File: src/rtl/div16x8_if.sv
// div16x8_if: operand/result/status bundle for div16x8; master drives start and operands, slave returns results, flags and segments.
interface div16x8_if;
  logic        start;
  logic [15:0] dividend;
  logic [7:0]  divisor;
  logic [15:0] quotient;
  logic [7:0]  remainder;
  logic        done_flag;
  logic        busy;
  logic        div_by_zero;
  logic [2:0]  state_out;
  logic        seg_a, seg_b, seg_c, seg_d, seg_e, seg_f, seg_g;
  modport master (
    output start, dividend, divisor,
    input  quotient, remainder, done_flag, busy, div_by_zero, state_out,
    input  seg_a, seg_b, seg_c, seg_d, seg_e, seg_f, seg_g
  );
  modport slave (
    input  start, dividend, divisor,
    output quotient, remainder, done_flag, busy, div_by_zero, state_out,
    output seg_a, seg_b, seg_c, seg_d, seg_e, seg_f, seg_g
  );
endinterface

File: src/rtl/div16x8.sv
// div16x8: sequential unsigned 16/8 restoring divider, one quotient bit per clock, with start/done status and seven-segment state display.
// Ports: clk, reset_a (async active-high), bus (div16x8_if.slave: start, dividend, divisor in; quotient, remainder, done_flag, busy, div_by_zero, state_out, seg_a..seg_g out).
// Optional: define DIV_EARLY_EXIT_EN to finish after a single cycle when dividend < divisor.
module div16x8 (
  input logic clk,
  input logic reset_a,
  div16x8_if.slave bus
);
  typedef enum logic [2:0] {IDLE = 3'd0, CALC = 3'd1, DONE = 3'd2, ERR = 3'd3} state_t;
  state_t      state, nxt;
  logic [7:0]  r;
  logic [15:0] q;
  logic [7:0]  dvs;
  logic [3:0]  cnt;
  logic        fast;
  logic [15:0] quotient;
  logic [7:0]  remainder;
  logic        done_flag, busy, div_by_zero;
  logic [6:0]  seg, seg_n;
  logic [8:0]  sh;
  logic        ge, acc, early;
  logic [7:0]  nr;
  always_comb begin
    // The partial remainder is always below the divisor, so 8 stored bits suffice; the shifted value needs 9.
    sh = {r, q[15]};
    ge = sh >= {1'b0, dvs};
    nr = ge ? 8'(sh - {1'b0, dvs}) : sh[7:0];
    acc = bus.start && (state == IDLE || state == DONE || state == ERR);
`ifdef DIV_EARLY_EXIT_EN
    early = bus.dividend < {8'h00, bus.divisor};
`else
    early = 1'b0;
`endif
    nxt = state == CALC ? ((fast || cnt == 4'd15) ? DONE : CALC) :
          !(state == IDLE || state == DONE || state == ERR) ? IDLE :
          !acc ? state :
          bus.divisor == 8'd0 ? ERR : CALC;
    seg_n = nxt == CALC ? 7'b0110000 :
            nxt == DONE ? 7'b1101101 :
            nxt == ERR  ? 7'b1001111 : 7'b1111110;
  end
  always_ff @(posedge clk or posedge reset_a) begin
    if (reset_a) begin
      state       <= IDLE;
      r           <= '0;
      q           <= '0;
      dvs         <= '0;
      cnt         <= '0;
      fast        <= 1'b0;
      quotient    <= '0;
      remainder   <= '0;
      done_flag   <= 1'b0;
      busy        <= 1'b0;
      div_by_zero <= 1'b0;
      seg         <= 7'b1111110;
    end else begin
      state       <= nxt;
      busy        <= nxt == CALC;
      done_flag   <= nxt == DONE;
      div_by_zero <= nxt == ERR;
      seg         <= seg_n;
      if (state == CALC) begin
        r   <= nr;
        q   <= {q[14:0], ge};
        cnt <= cnt + 4'd1;
        // A short division (dividend < divisor) has quotient 0 and the dividend itself as remainder.
        if (fast) begin
          quotient  <= '0;
          remainder <= q[7:0];
        end else if (cnt == 4'd15) begin
          quotient  <= {q[14:0], ge};
          remainder <= nr;
        end
      end else if (acc && bus.divisor == 8'd0) begin
        quotient  <= 16'hFFFF;
        remainder <= '0;
      end else if (acc) begin
        dvs  <= bus.divisor;
        r    <= '0;
        q    <= bus.dividend;
        cnt  <= '0;
        fast <= early;
      end
    end
  end
  assign bus.quotient    = quotient;
  assign bus.remainder   = remainder;
  assign bus.done_flag   = done_flag;
  assign bus.busy        = busy;
  assign bus.div_by_zero = div_by_zero;
  assign bus.state_out   = state;
  assign {bus.seg_a, bus.seg_b, bus.seg_c, bus.seg_d, bus.seg_e, bus.seg_f, bus.seg_g} = seg;
endmodule

File: src/flat_wrapper.sv
// flat-port wrapper written by rule: the top's interface ports become plain ports
module div16x8_flat 
  (clk, reset_a, bus_start, bus_dividend, bus_divisor, bus_quotient, bus_remainder, bus_done_flag, bus_busy, bus_div_by_zero, bus_state_out, bus_seg_a, bus_seg_b, bus_seg_c, bus_seg_d, bus_seg_e, bus_seg_f, bus_seg_g);
  div16x8_if bus_i ();
  input logic clk;
  input logic reset_a;
  input wire logic [$bits(bus_i.start)-1:0] bus_start;
  input wire logic [$bits(bus_i.dividend)-1:0] bus_dividend;
  input wire logic [$bits(bus_i.divisor)-1:0] bus_divisor;
  output wire logic [$bits(bus_i.quotient)-1:0] bus_quotient;
  output wire logic [$bits(bus_i.remainder)-1:0] bus_remainder;
  output wire logic [$bits(bus_i.done_flag)-1:0] bus_done_flag;
  output wire logic [$bits(bus_i.busy)-1:0] bus_busy;
  output wire logic [$bits(bus_i.div_by_zero)-1:0] bus_div_by_zero;
  output wire logic [$bits(bus_i.state_out)-1:0] bus_state_out;
  output wire logic [$bits(bus_i.seg_a)-1:0] bus_seg_a;
  output wire logic [$bits(bus_i.seg_b)-1:0] bus_seg_b;
  output wire logic [$bits(bus_i.seg_c)-1:0] bus_seg_c;
  output wire logic [$bits(bus_i.seg_d)-1:0] bus_seg_d;
  output wire logic [$bits(bus_i.seg_e)-1:0] bus_seg_e;
  output wire logic [$bits(bus_i.seg_f)-1:0] bus_seg_f;
  output wire logic [$bits(bus_i.seg_g)-1:0] bus_seg_g;
  assign bus_i.start = bus_start;
  assign bus_i.dividend = bus_dividend;
  assign bus_i.divisor = bus_divisor;
  assign bus_quotient = bus_i.quotient;
  assign bus_remainder = bus_i.remainder;
  assign bus_done_flag = bus_i.done_flag;
  assign bus_busy = bus_i.busy;
  assign bus_div_by_zero = bus_i.div_by_zero;
  assign bus_state_out = bus_i.state_out;
  assign bus_seg_a = bus_i.seg_a;
  assign bus_seg_b = bus_i.seg_b;
  assign bus_seg_c = bus_i.seg_c;
  assign bus_seg_d = bus_i.seg_d;
  assign bus_seg_e = bus_i.seg_e;
  assign bus_seg_f = bus_i.seg_f;
  assign bus_seg_g = bus_i.seg_g;
  div16x8 u_core (.clk(clk), .reset_a(reset_a), .bus(bus_i));
endmodule
File: config.mk
export PLATFORM = sky130hd
export DESIGN_NAME = div16x8_flat
export DESIGN_NICKNAME = d
export VERILOG_FILES = /design/src/rtl/div16x8_if.sv /design/src/rtl/div16x8.sv /design/src/flat_wrapper.sv
export SDC_FILE = /design/constraint.sdc
export NUM_CORES = 1
export LEC_CHECK = 0
export ABC_AREA = 0
export CAP_MARGIN = 20
export CORE_MARGIN = 8
export CORE_UTILIZATION = 30
export DETAILED_ROUTE_END_ITERATION = 8
export PLACE_DENSITY_LB_ADDON = 0.08
export REMOVE_ABC_BUFFERS = 1
export SLEW_MARGIN = 20
export SYNTH_ARGS = -nofsm -noshare
export SYNTH_HDL_FRONTEND = slang
export SYNTH_SLANG_ARGS = --single-unit
File: constraint.sdc
create_clock -name clk -period 2.9 [get_ports clk]
set_input_delay 0.725 -clock clk [delete_from_list [all_inputs] [get_ports clk]]
set_output_delay 0.725 -clock clk [all_outputs]
set_load 0.02 [all_outputs]
==> metrics.md, run 1 <==
| Metric | Value |
|---|---|
| Mux share of post-synthesis cell area | `less than 1%` |
| Async S/R FF share, synth | `100%` |
| Reg area | `0.00178 mm2` |
| Commonest cells in the netlist | `nand2_1, dfrtp_1, nor2_1, a21oi_1, a31oi_1` |
| Pin count of the biggest net entering global routing | `43` |
| Worst skew pair latency | `about 330 ps` |
| Post-route insts no fill | `588` |
| Core area | `0.0114 mm2` |
| Final Max Tran Viols | `0` |
| Post-CTS Setup Inserts | `0` |
| Status | `finished clean` |
| I/O Pins | `64` |
| Top-count cell post-synth | `nand2_1` |
| DP HPWL | `about 6700 um` |
| Synth top area share | `48.1%` |
| Power share of the combinational group | `32.2%` |
| Root Buffer | `clkbuf_16` |
| H-tree level count | `3` |
| Initial antenna violation count | `0` |
| Synth Area in Compound Gates | `20.1%` |
| Max_slew headroom | `49.4%` |
| CP bufs+invs | `1` |
| Post-Synth Adder-Cell Area | `~3.8%` |
| Min Tclk post-route | `around 2600 ps` |
| Hold bufs inserted after CTS | `0` |
| Post-synth top flop | `dfrtp_1` |
| Warnings, synthesis | `0` |
| Leak Pwr | `1.96 nW` |
| Layout net count | `approximately 480` |
| NetSw | `1.22 mW` |
| Gr usage total | `13.2%` |
| CTS tree | `built` |
| Slowest cell delay on critical path | `600 ps` |
| Yosys reg bits | `71` |
| Cts repair resizes | `0` |
| Clock sink total | `71` |
| First-pass GRT wire length | `16000 um` |
| CTS buffer count | `9` |
| Critical path cell sequence | `clkdlybuf4s50_1 > or4_1 > or2_1 > o21a_1 > a2111oi_4 > a221o_1` |
| Initial Utilization | `30.7%` |
| Fraction of layout instances using a drive strength above 1 | `a little under a tenth` |
| Final WS setup | `312 ps` |
| Max-cap check violation count | `0` |
| Clk network pwr share | `31.8%` |
| Largest cells by area after synthesis | `dfrtp_1, nand2_1, nor2_1` |
| Actual slew at the worst max-slew pin | `759 ps` |
| P&R area growth vs syn | `32.2%` |
| Fill cells | `between 1000 and 1500` |
| FMAX | `around 390 MHz` |
| Fin Setup TNS | `0 ps` |
| Area of the multi-input gates | `0.00152 mm2` |
| IO Port Bufs | `63` |
| Final WL | `9430 um` |
| Mapped cell area | `0.00349 mm2` |
| Drt pass-1 iters | `4` |
| Post-synthesis xor/xnor area fraction | `1.00%` |
| Worst vdd ir | `298 uV` |
| Routability cong. | `0.806` |
| CP max FO | `7` |
| Wirelength per Cell | `16.0 um` |
| Worst clock skew | `4.59 ps` |
| Cell variety after synth | `54` |
| Max clock buf depth | `2` |
| Die ar. | `between 0.015 and 0.02 mm2` |
| Grt ovf | `0` |
| Antenna diode instance count | `0` |
| Clock transition at the registers of the reported paths | `50 ps` |
| Vias in the first global route | `3035` |
| Sequential Power Share | `around 36%` |
| Final number of setup-violating endpoints | `0` |
| Critical path endpoint category | `flop` |
| Remaining DRCs | `0` |
| Placed insts | `572` |
| Slowest stage cell, crit path | `or4_1` |
| Post-DRT Antenna Nets | `0` |
| Kind of critical path | `in -> reg` |
| Synth Instances | `376` |
| Pwr per Cell Area | `760 mW/mm2` |
| Post-Place Setup Slack | `-42.9 ps` |
| Fin crit share | `89.2%` |
| Post-synthesis simple-gate area fraction | `18.1%` |
| Worst Hold Class | `reg -> reg` |
| Worst setup SP type | `input port` |
| Vias | `2931` |
| Vias per inst | `4.98` |
| Main combinational cell family by area after synthesis | `compound AO/OA/AOI/OAI gates` |
| Final Hold Fails | `0` |
| Worst path arrival time | `between 2000 and 3000 ps` |
| Sw Share | `34.8%` |
| Die Y | `124 um` |
| Int Power | `between 2 and 2.5 mW` |
| Synth area leader | `dfrtp_1` |
| Post-synth EDFFs | `0` |
| Iteration-0 DRC Markers | `176` |
| Horiz. Die Dim | `124 um` |
| RSZ-0062 raised after global routing | `no` |
| Mean Syn Cell Area | `just over 9 um2` |
| FP Rows | `39` |
| Data required time at the worst endpoint | `3170 ps` |
| CP delay by family, top | `simple AND/OR/NAND/NOR gates` |
| Seq/Total Area, Yosys | `between 50% and 60%` |
==> layout by cell type, fill, tap and decap left out, types with 3 or more instances in the layout <==
master,netlist,final
nand2_1,69,69
dfrtp_1,67,67
clkdlybuf4s50_1,0,63
nor2_1,42,42
a21oi_1,24,24
a31oi_1,20,20
o21ai_0,16,16
inv_1,15,14
buf_4,3,14
o211ai_1,9,9
ha_1,9,9
clkbuf_16,0,9
nand2b_1,5,5
nand3_1,5,5
nand4_1,5,5
a211oi_1,4,4
xor2_1,4,4
dfstp_2,4,4
o311ai_0,3,3
nor3_1,3,3
o31ai_1,3,3
o2111ai_1,3,3
==> power groups by stage <==
stage | combinational [mW] | clock [mW] | sequential, mW
finish | 1.13 | 1.12 | 1.26
global route | 1.28 | 1.19 | 1.28
CTS | 1.13 | 1.14 | 1.26
detailed placement | 1.12 | 0 | 1.27
global placement | 1.12 | 0 | 1.27
floorplan | 0.771 | 0 | 1.27
==> layer usage <==
| layer | global-route usage [%] | part of all wire (%) | up-vias |
|---|---|---|---|
| met2 | 19.9 | 45 | 50 |
| met3 | 2.81 | 4.9 | 10 |
| met1 | 18.2 | 49 | 1424 |
| met5 | 0 | 0 | - |
| met4 | 5.27 | 1.4 | 0 |
| li1 | - | - | 1447 |
==> registers in the layout (all words and copies together), names as in the netlist <==
name / flops
u_core.bus.quotient: 16
u_core.q: 16
u_core.bus.remainder: 8
u_core.dvs: 8
u_core.r: 8
u_core.seg: 5
u_core.cnt: 4
u_core.bus.state_out: 3
u_core.bus.busy: 1
u_core.bus.div_by_zero: 1
u_core.bus.done_flag: 1
==> final cells by class <==
class | count | share of cell area, %
Inverter | 15 | 1.22
Tap cell | 143 | 3.88
Clock buffer | 11 | 5.26
Timing Repair Buffer | 79 | 16.8
Clock inverter | 5 | 1.25
Multi-Input combinational cell | 264 | 32.9
Sequential cell | 71 | 38.6
==> metrics by stage <==
step	total power [mW]	hold slack (ps)	area (um2)	util, %
after floorplan	2.04	452	3350	-
after global placement	2.39	488	4310	37.9
after detailed placement	2.39	485	4310	37.9
after CTS	3.53	509	4610	40.6
after global routing	3.75	524	4610	40.6
final	3.51	496	4610	40.6
==> final timing paths <==
path | from | to | slack [ps] | cells past startpoint
setup / recovery | bus_divisor[4] | u_core.bus.remainder[1] | 310 | 6
hold / removal | u_core.dvs[0] | u_core.dvs[0] | 500 | 2
setup reg to reg | u_core.r[3] | u_core.r[1] | 500 | 6
hold reg to reg | u_core.dvs[0] | u_core.dvs[0] | 500 | 2
max in group asynchronous | reset_a | u_core.seg[5] | 1640 | 3
min in group asynchronous | reset_a | u_core.q[11] | 800 | 3
==> worst reg2reg max path, stage by stage (launching register included) <==
cell and delay [ps]:
dfrtp_1 420, ha_1 360, a21o_1 250, a31o_2 230, o221a_2 360, nor2_1 440, o311ai_0 180
==> cell families (layout without fill, tap and decap cells) <==
kind of cell             after synthesis  in the layout
buffers and inverters                 41            110
AND/OR/NAND/NOR                      144            144
multiplexers                           1              1
XOR/XNOR                               4              4
flip-flops                            71             71
adder cells (fa/ha/maj)               10             10
AO/OA/AOI/OAI                        104            104
other                                  1              1
(Power assumes the default switching activity.)
==> run 2, diff against run 1 <==
--- a/config.mk
+++ b/config.mk
@@ -10,6 +10,7 @@
 export CORE_MARGIN = 8
 export CORE_UTILIZATION = 30
 export DETAILED_ROUTE_END_ITERATION = 8
+export GPL_ROUTABILITY_DRIVEN = 0
 export PLACE_DENSITY_LB_ADDON = 0.08
 export REMOVE_ABC_BUFFERS = 1
 export SLEW_MARGIN = 20
==> results of run 2 <==
No change in the layout: final DEF, timing and power equal those of run 1.
